**config.mk**
```make
export PLATFORM = sky130hd
export DESIGN_NAME = if_fetch_unit_flat
export DESIGN_NICKNAME = d
export VERILOG_FILES = /design/src/rtl/if_pkg.sv /design/src/rtl/if_fetch_unit_if.sv /design/src/rtl/if_fetch_queue.sv /design/src/rtl/if_fetch_unit.sv /design/src/flat_wrapper.sv
export SDC_FILE = /design/constraint.sdc
export NUM_CORES = 1
export LEC_CHECK = 0
export ABC_AREA = 1
export ABC_CLOCK_PERIOD_IN_PS = 4800
export CORE_MARGIN = 2
export CORE_UTILIZATION = 52
export DETAILED_ROUTE_END_ITERATION = 8
export HOLD_SLACK_MARGIN = 0.02
export PLACE_DENSITY = 0.92
export SETUP_SLACK_MARGIN = 0.2
export SYNTH_ARGS = -nofsm -noshare
export SYNTH_HDL_FRONTEND = slang
export SYNTH_SLANG_ARGS = --single-unit
```
**constraint.sdc**
```tcl
create_clock -name clk -period 4.8 [get_ports clk]
set_input_delay 0.96 -clock clk [delete_from_list [all_inputs] [get_ports clk]]
set_output_delay 0.96 -clock clk [all_outputs]
set_load 0.05 [all_outputs]
```
**src/rtl/if_pkg.sv**
```systemverilog
// Shared types and constants for the IF stage fetch front-end.
package if_pkg;

  localparam int XLEN = 32;
  localparam int QDEPTH = 2;
  localparam logic [XLEN-1:0] INSTR_NOP = 32'h0000_0013;

  typedef enum logic [1:0] {
    BOOT = 2'd0,
    RUN  = 2'd1,
    ERR  = 2'd2
  } state_t;

  typedef struct packed {
    logic [XLEN-1:0] pc;
    logic [XLEN-1:0] instr;
  } fetch_entry_t;

endpackage

```
**src/rtl/if_fetch_unit_if.sv**
```systemverilog
// Instruction-memory, redirect and ID-handshake bundle of the fetch unit.
// master = fetch unit side, slave = memory/EX/ID side.
interface if_fetch_unit_if #(parameter int ADDR_W = 7);
  import if_pkg::*;

  logic [ADDR_W-1:0] imem_addr;
  logic [XLEN-1:0]   imem_rdata;
  logic              redirect_valid;
  logic [XLEN-1:0]   redirect_pc;
  logic              id_valid;
  logic              id_ready;
  logic [XLEN-1:0]   id_instr;
  logic [XLEN-1:0]   id_pc;

  modport master (
    output imem_addr, id_valid, id_instr, id_pc,
    input  imem_rdata, redirect_valid, redirect_pc, id_ready
  );

  modport slave (
    input  imem_addr, id_valid, id_instr, id_pc,
    output imem_rdata, redirect_valid, redirect_pc, id_ready
  );

endinterface

```
**src/rtl/if_fetch_queue.sv**
```systemverilog
// Two-entry FIFO of {pc, instr}; head visible combinationally, 1-cycle write-to-head.
// Caller must not push when full without a pop; flush wins over push and pop.
module if_fetch_queue
  import if_pkg::*;
(
  input  logic         clk,
  input  logic         rst_n,
  input  logic         push,
  input  logic         pop,
  input  logic         flush,
  input  fetch_entry_t wdat,
  output logic         full,
  output logic         empty,
  output fetch_entry_t head
);

  fetch_entry_t mem [QDEPTH];
  logic         wr_ptr;
  logic         rd_ptr;
  logic [1:0]   count;

  always_ff @(posedge clk or negedge rst_n) begin
    if (!rst_n) begin
      wr_ptr <= 1'b0;
      rd_ptr <= 1'b0;
      count  <= 2'd0;
    end else if (flush) begin
      wr_ptr <= 1'b0;
      rd_ptr <= 1'b0;
      count  <= 2'd0;
    end else begin
      if (push) wr_ptr <= ~wr_ptr;
      if (pop)  rd_ptr <= ~rd_ptr;
      count <= count + {1'b0, push} - {1'b0, pop};
    end
  end

  // Storage needs no reset: count gates visibility of every entry.
  always_ff @(posedge clk) begin
    if (push && !flush) mem[wr_ptr] <= wdat;
  end

  assign full  = (count == 2'(QDEPTH));
  assign empty = (count == 2'd0);
  assign head  = mem[rd_ptr];

endmodule

```
**src/rtl/if_fetch_unit.sv**
```systemverilog
// IF stage PC generator + fetch queue; fetch-to-ID 1 cycle, redirect-to-ID 2 cycles.
// Stalls PC when the queue is full and ID is not ready; redirects flush the queue.
module if_fetch_unit
  import if_pkg::*;
#(
  parameter int              ADDR_W   = 7,
  parameter logic [XLEN-1:0] RESET_PC = 32'h0000_0000
) (
  input  logic          clk,
  input  logic          rst_n,
  input  logic          fetch_en,
  if_fetch_unit_if.master bus,
  output logic          misalign_err
);

  state_t          state, state_nxt;
  logic [XLEN-1:0] pc, pc_nxt;
  logic            err_nxt;
  logic            push, pop, flush;
  logic            full, empty;
  fetch_entry_t    head;
  fetch_entry_t    wdat;

  always_ff @(posedge clk or negedge rst_n) begin
    if (!rst_n) begin
      state        <= BOOT;
      pc           <= RESET_PC;
      misalign_err <= 1'b0;
    end else begin
      state        <= state_nxt;
      pc           <= pc_nxt;
      misalign_err <= err_nxt;
    end
  end

  always_comb begin
    state_nxt = state;
    pc_nxt    = pc;
    err_nxt   = misalign_err;
    push      = 1'b0;
    flush     = 1'b0;
    pop       = bus.id_valid && bus.id_ready;
    case (state)
      BOOT, RUN: begin
        if (bus.redirect_valid) begin
          flush = 1'b1;
          if (|bus.redirect_pc[1:0]) begin
            err_nxt   = 1'b1;
            state_nxt = ERR;
          end else begin
            pc_nxt    = bus.redirect_pc;
            state_nxt = RUN;
          end
        end else if (state == BOOT) begin
          state_nxt = RUN;
        end else begin
          push = fetch_en && (!full || pop);
          if (push) pc_nxt = pc + 32'd4;
        end
      end
      ERR: flush = 1'b1;
      default: begin
        flush     = 1'b1;
        state_nxt = BOOT;
      end
    endcase
  end

  assign wdat = '{pc: pc, instr: bus.imem_rdata};

  if_fetch_queue u_queue (
    .clk   (clk),
    .rst_n (rst_n),
    .push  (push),
    .pop   (pop),
    .flush (flush),
    .wdat  (wdat),
    .full  (full),
    .empty (empty),
    .head  (head)
  );

  assign bus.imem_addr = pc[ADDR_W+1:2];
  assign bus.id_valid  = !empty;
  assign bus.id_instr  = bus.id_valid ? head.instr : '0;
  assign bus.id_pc     = bus.id_valid ? head.pc    : '0;

endmodule

```
**src/flat_wrapper.sv**
```systemverilog
// flat-port wrapper written by rule: the top's interface ports become plain ports
module if_fetch_unit_flat import if_pkg::*;
#(
  parameter int              ADDR_W   = 7,
  parameter logic [XLEN-1:0] RESET_PC = 32'h0000_0000
)
  (clk, rst_n, fetch_en, misalign_err, bus_imem_addr, bus_id_valid, bus_id_instr, bus_id_pc, bus_imem_rdata, bus_redirect_valid, bus_redirect_pc, bus_id_ready);
  if_fetch_unit_if #(.ADDR_W(ADDR_W)) bus_i ();
  input  logic clk;
  input  logic rst_n;
  input  logic fetch_en;
  output logic misalign_err;
  output wire logic [$bits(bus_i.imem_addr)-1:0] bus_imem_addr;
  output wire logic [$bits(bus_i.id_valid)-1:0] bus_id_valid;
  output wire logic [$bits(bus_i.id_instr)-1:0] bus_id_instr;
  output wire logic [$bits(bus_i.id_pc)-1:0] bus_id_pc;
  input wire logic [$bits(bus_i.imem_rdata)-1:0] bus_imem_rdata;
  input wire logic [$bits(bus_i.redirect_valid)-1:0] bus_redirect_valid;
  input wire logic [$bits(bus_i.redirect_pc)-1:0] bus_redirect_pc;
  input wire logic [$bits(bus_i.id_ready)-1:0] bus_id_ready;
  assign bus_imem_addr = bus_i.imem_addr;
  assign bus_id_valid = bus_i.id_valid;
  assign bus_id_instr = bus_i.id_instr;
  assign bus_id_pc = bus_i.id_pc;
  assign bus_i.imem_rdata = bus_imem_rdata;
  assign bus_i.redirect_valid = bus_redirect_valid;
  assign bus_i.redirect_pc = bus_redirect_pc;
  assign bus_i.id_ready = bus_id_ready;
  if_fetch_unit #(.ADDR_W(ADDR_W), .RESET_PC(RESET_PC)) u_core (.clk(clk), .rst_n(rst_n), .fetch_en(fetch_en), .bus(bus_i), .misalign_err(misalign_err));
endmodule
```
# Word-level counts from Yosys, hierarchy flattened

Memories as Yosys holds them, arrays and structs flattened.
Index checks and enable logic that the tools add are counted.

RAM bits: 128
Bits in registers: 39
Memories: 1
Input bits: 69
Logic and storage cells: 58

Reduce and logical (&&, ||, !) cells: 17
Muxes and demuxes: 22
Add/subtract/negate cells: 3
Equality and inequality tests: 6
Bitwise operators: 3

Memories:

| name               | words | width | read ports | clocked after Yosys merged registers in | wr ports | RTL line             | source |
|---|---|---|---|---|---|---|---|
| u_core.u_queue.mem | 2     | 64    | 1          | 0                                       | 1        | if_fetch_queue.sv:17 | `fetch_entry_t mem [QDEPTH];` |

Operators with widths:

| operator                                                                | number |
|---|---|
| 32-bit two-way mux                                                      | 6 |
| 32-bit by 3-bit adder with 32-bit output, second input constant         | 1 |
| 1-bit two-way mux                                                       | 11 |
| 2-bit two-way mux                                                       | 4 |
| 2-bit nonzero test                                                      | 3 |
| 2-bit == test, second input constant                                    | 2 |
| 2-bit logical NOT                                                       | 2 |
| 2-bit inequality test, second input constant                            | 2 |
| 2-bit case mux with 2 select lines                                      | 1 |
| 4-bit AND reduction                                                     | 1 |
| 2-bit OR reduction                                                      | 2 |
| 1-bit logical AND                                                       | 3 |
| 1-bit logical NOT                                                       | 3 |
| 3-bit by 2-bit inequality test with 1-bit output, second input constant | 1 |
| 1-bit inverter                                                          | 3 |
| 3-bit AND reduction                                                     | 1 |
| 2-bit by 1-bit adder with 2-bit output                                  | 1 |
| 2-bit by 1-bit == test with 1-bit output, second input constant         | 1 |
| 2-bit AND reduction                                                     | 1 |
| 2-bit by 1-bit subtractor with 2-bit output                             | 1 |
| 1-bit logical OR                                                        | 1 |

# Logic depth before layout (Yosys ltp)

Depth after elaboration: 11
Gate-level depth with buffers: 11
Depth with buffers taken out: 11

# Cells and area by module

From an unflattened synthesis, not the netlist that was laid out.

Cell total of the unflattened synthesis: 782
Area, all modules: 8055.2 um^2

By module, submodules not included:

| module         | sequential area each (um^2) | times used | area an instance (um^2) | cells an instance |
|---|---|---|---|---|
| if_fetch_queue | 3943.8                      | 1          | 4993.5                  | 228 |
| if_fetch_unit  | 875.8                       | 1          | 3061.7                  | 554 |

# Worst setup path after synthesis

No wires, ideal clock.

Kind: input to register
Start point: input bus_redirect_valid
End point: memory u_core.u_queue.mem[0][0] (netlist bit) (enable)
Setup slack: 336 ps
Path buffers: 0
Required time: 4313 ps
Data arrival time: 3978 ps
Stages: 3
Cells stage by stage: nor2_4 nand4_4 nor2_1

Word-level cells in the longest chain between the ends: 6
Elaborated cells between the ends (all ways): 8
Classes of those cells: mux: 6; reduce/logical: 2

Ends and longest elaborated chain:

| item                                        | RTL line             | source |
|---|---|---|
| from (decl)                                 | flat_wrapper.sv:18   | `input wire logic [$bits(bus_i.redirect_valid)-1:0] bus_redirect_valid;` |
| 1-bit two-way mux                           | if_fetch_unit.sv:45  | `if (bus.redirect_valid) begin` |
| 1-bit two-way mux                           | if_fetch_unit.sv:43  | `case (state)` |
| 1-bit logical NOT                           | if_fetch_queue.sv:40 | `if (push && !flush) mem[wr_ptr] <= wdat;` |
| 1-bit logical AND (*)                       | if_fetch_queue.sv:40 |  |
| 1-bit two-way mux (*)                       | if_fetch_queue.sv:40 |  |
| 1-bit two-way mux (not written as such) (*) | if_fetch_queue.sv:40 |  |
| to (decl)                                   | if_fetch_queue.sv:17 |  |

Every way passes the cells marked *; elsewhere a longest branch is shown, timed or not.

# Worst setup path in the final report

Start point: register u_core.u_queue.rd_ptr
End point: output bus_id_pc[24]

Word-level cells in the longest chain between the ends: 2

Ends and longest elaborated chain:

| item                   | RTL line             | source |
|---|---|---|
| from (decl)            | if_fetch_queue.sv:19 | `logic rd_ptr;` |
| from (signal assigned) | if_fetch_queue.sv:33 | `if (pop) rd_ptr <= ~rd_ptr;` |
| memory 2 x 64 bit      | --                   |  |
| 32-bit two-way mux     | if_fetch_unit.sv:86  | `assign bus.id_pc = bus.id_valid ? head.pc : '0;` |
| to (decl)              | flat_wrapper.sv:16   | `output wire logic [$bits(bus_i.id_pc)-1:0] bus_id_pc;` |

Every way passes these cells.

==> summary.txt <==
STA
  – Crit share post-route: 81.2%
  – Final clock skew: 0.00764 ns
  – Max-slew headroom at the worst pin: 28.0%
  – Setup-failing EPs final: 0
  – Crit path time final: about 3.9 ns
  – Final worst setup slack: 0.903 ns
  – Setup TNS Final: 0 ns
  – Slew @ Worst Pin: 1.08 ns
  – RSZ-0062 raised after global routing: no
  – Final Slew Violations: 0
  – Count of final hold-check violations: 0
  – F_max: between 200 and 300 MHz
  – WHS: about 0.48 ns

Clock network
  – Worst-Skew Late Latency: around 0.43 ns
  – Post-cts sizing count: 0
  – CTS tree: done
  – Clk root buf: clkbuf_16
  – Clk slew on worst S/H paths: 0.07 ns
  – Clk buf depth: 2
  – Cts bufs inserted: 17
  – Hold buffers post-CTS: 0
  – Setup bufs post-CTS: 0
  – Max H-tree Level: 4
  – TritonCTS sink count: about 170

Finish
  – Storage element area: 0.00482 mm²
  – ANT cells: 0
  – Final nets: around 1,000
  – Share of cells above drive strength 1: under 10%
  – FILL cells: 1,053
  – Commonest non-fill, non-tap cell in the layout: nand2_1
  – Area of the multi-input gates: 0.00238 mm²
  – Area Growth Syn to Fin: 27.5%
  – Util after Layout: 67.4%
  – Fin area: 0.00972 mm²
  – Most frequent cells in the layout: 288 x nand2_1, 140 x clkdlybuf4s50_1, 128 x edfxtp_1

Yosys
  – Sequential area share after synthesis: 63.3%
  – Synthesized Nets: 875
  – EDFF count, synth: between 100 and 150
  – Synth Flop Type: edfxtp_1
  – Synthesized area: around 0.0076 mm²
  – Synthesized area per cell: 9.49 µm²
  – Yosys warnings: 0
  – Number of distinct library cells after synthesis: 31
  – FFs w/ async S/R, synth: 23.4%
  – Seq cells post-synth: approximately 170
  – Cells after Synth: between 800 and 900

Worst setup path
  – Critical path's largest stage delay: 0.85 ns
  – Crit. path cell count: 4
  – Worst path cell trace: inv_2 > nand2_1 > a21oi_1 > clkdlybuf4s50_1
  – WP data arrival: 2.94 ns
  – End point of the critical path: bus_id_pc[24]
  – R2R Setup Slk: 2.71 ns
  – Buf/Inv on CP: 2
  – Worst path required time: 3.84 ns
  – R2R Path End: u_core.u_queue.count[1]
  – Crit Path Max Fanout: 64
  – R2r startpoint: u_core.u_queue.count[0]
  – Crit-path leading delay family: buffers and inverters
  – Reg2Reg Depth: 7
  – Critical path capture point type: primary output
  – CP Class: reg2out
  – Slowest CP cell: clkdlybuf4s50_1
  – Crit path launch: u_core.u_queue.rd_ptr
  – CP startpoint kind: flop

Routing
  – DR WL/cell: 15.8 µm
  – Detailed Route WL: 17,800 µm
  – 1st-iter DRT viols: 725
  – Drt first pass iters: 6
  – Antenna Nets Post-Route: 0
  – Routed via count: 6,037
  – # DRC: 0
  – Vias per std cell: roughly 5.4

Hold path
  – Worst hold start: u_core.misalign_err
  – Hold Path Class: reg2reg

Die
  – Chip Height: ~130 µm
  – DIE AREA: 0.0156 mm²
  – Core Box Area: 0.0144 mm²
  – Rows: 44
  – Initial core utilization: between 50% and 60%
  – I/O pin count: 142
  – Die width: 125 µm

Placed design
  – Gpl congestion: between 0.9 and 1
  – HPWL after detailed placement: 11,400 µm
  – Worst slack at placement: 1.24 ns
  – Post-place instance area: 0.00911 mm²
  – Port buffer count: 141

Global route
  – Overflow left after global routing: 0
  – Vias in the first global route: about 6,000
  – Met1 usage: 29.4%
  – First-pass GRT wire length: 29,000 µm
  – Top Usage Layer GRT: met2
  – Initial antenna violation count: 0
  – Largest net degree at the start of global routing: 67
  – Met2 Track Usage GR: 40.2%
  – Gr usage total: 23.5%
  – Met3 Use GR: 5.48%

Flow run
  – MaxCap Viol Count: 0

Pwr
  – Pleak: 0.00379 µW
  – VDD IR max: approximately 0.00029 V
  – Cell Pwr Density: 470 mW/mm²

Run status
  – Status: finished, final reports clean
## synthesized netlist by cell type (5+ instances only)
library cell	instances	area [µm²]
edfxtp_1	128	3840
nor2_4	5	56.3
o21ai_0	23	115
buf_1	5	18.8
nand2_1	288	1080
dfrtp_1	39	976
nor2_2	5	31.3
nand3_1	36	180
buf_4	12	90.1
nor2_1	82	308
inv_1	56	210
clkbuf_1	12	45.0
buf_2	7	35.0
a21oi_1	72	360
## how the worst min path moves through the flow
stage	depth (start not counted)	to	slack [ns]
finish	2	u_core.misalign_err	0.48
global route	2	u_core.misalign_err	0.50
CTS	2	u_core.misalign_err	0.48
detailed placement	2	u_core.misalign_err	0.47
global placement	0	u_core.u_queue.mem[1][32]	0.45
floorplan	0	u_core.u_queue.mem[0][32]	0.44
## power by group
part	leakage (µW)	switching, µW	total, µW	internal (µW)
Combinational	0.00186	724	1080	360
Clock	0.000293	605	1390	788
Sequential	0.00164	267	2090	1820
## per-layer routing
metal | routed length [µm] | vias to the layer above
met1 | 7250 | 2839
met3 | 1130 | 41
met2 | 9010 | 273
met5 | 0 | -
li1 | - | 2884
met4 | 423 | 0
## metrics by stage
stage	total power [µW]	instances
floorplan	2820	803
global placement	3120	1093
detailed placement	3170	1093
CTS	4560	1125
global route	4770	1125
finish	4560	1125
## worst min-delay path: cells and delay by family, from the launching register on
kind / cells / cell delay [ns]
buffers and inverters: 1 / 0.04
flip-flops: 1 / 0.34
AND/OR/NAND/NOR: 1 / 0.06
## final cells by class
type | instances | share of cell area (%)
flip-flops and latches | 167 | 49.6
clock buffers | 17 | 4.38
multi-input cells | 538 | 24.5
inverters | 59 | 2.28
clock inverters | 15 | 1.85
repair buffers | 145 | 15.0
well taps | 184 | 2.37
## registers in the layout (all words and copies together), names as in the netlist
register	flops
u_core.pc	32
u_core.u_queue.rd_ptr	1
u_core.state	2
u_core.misalign_err	1
u_core.u_queue.count	2
u_core.u_queue.wr_ptr	1
u_core.u_queue.mem	128
## kinds of logic after synthesis
kind of cell | Yosys count | share of synthesized area (%)
adders and majority gates | 3 | 0.493
AOI/OAI and AO/OA | 103 | 6.93
buffers and inverters | 98 | 5.83
xor gates and xnor gates | 4 | 0.460
DFF | 167 | 63.3
and+or+nand+nor | 428 | 23.0
Power figures use the tool's default switching activity.
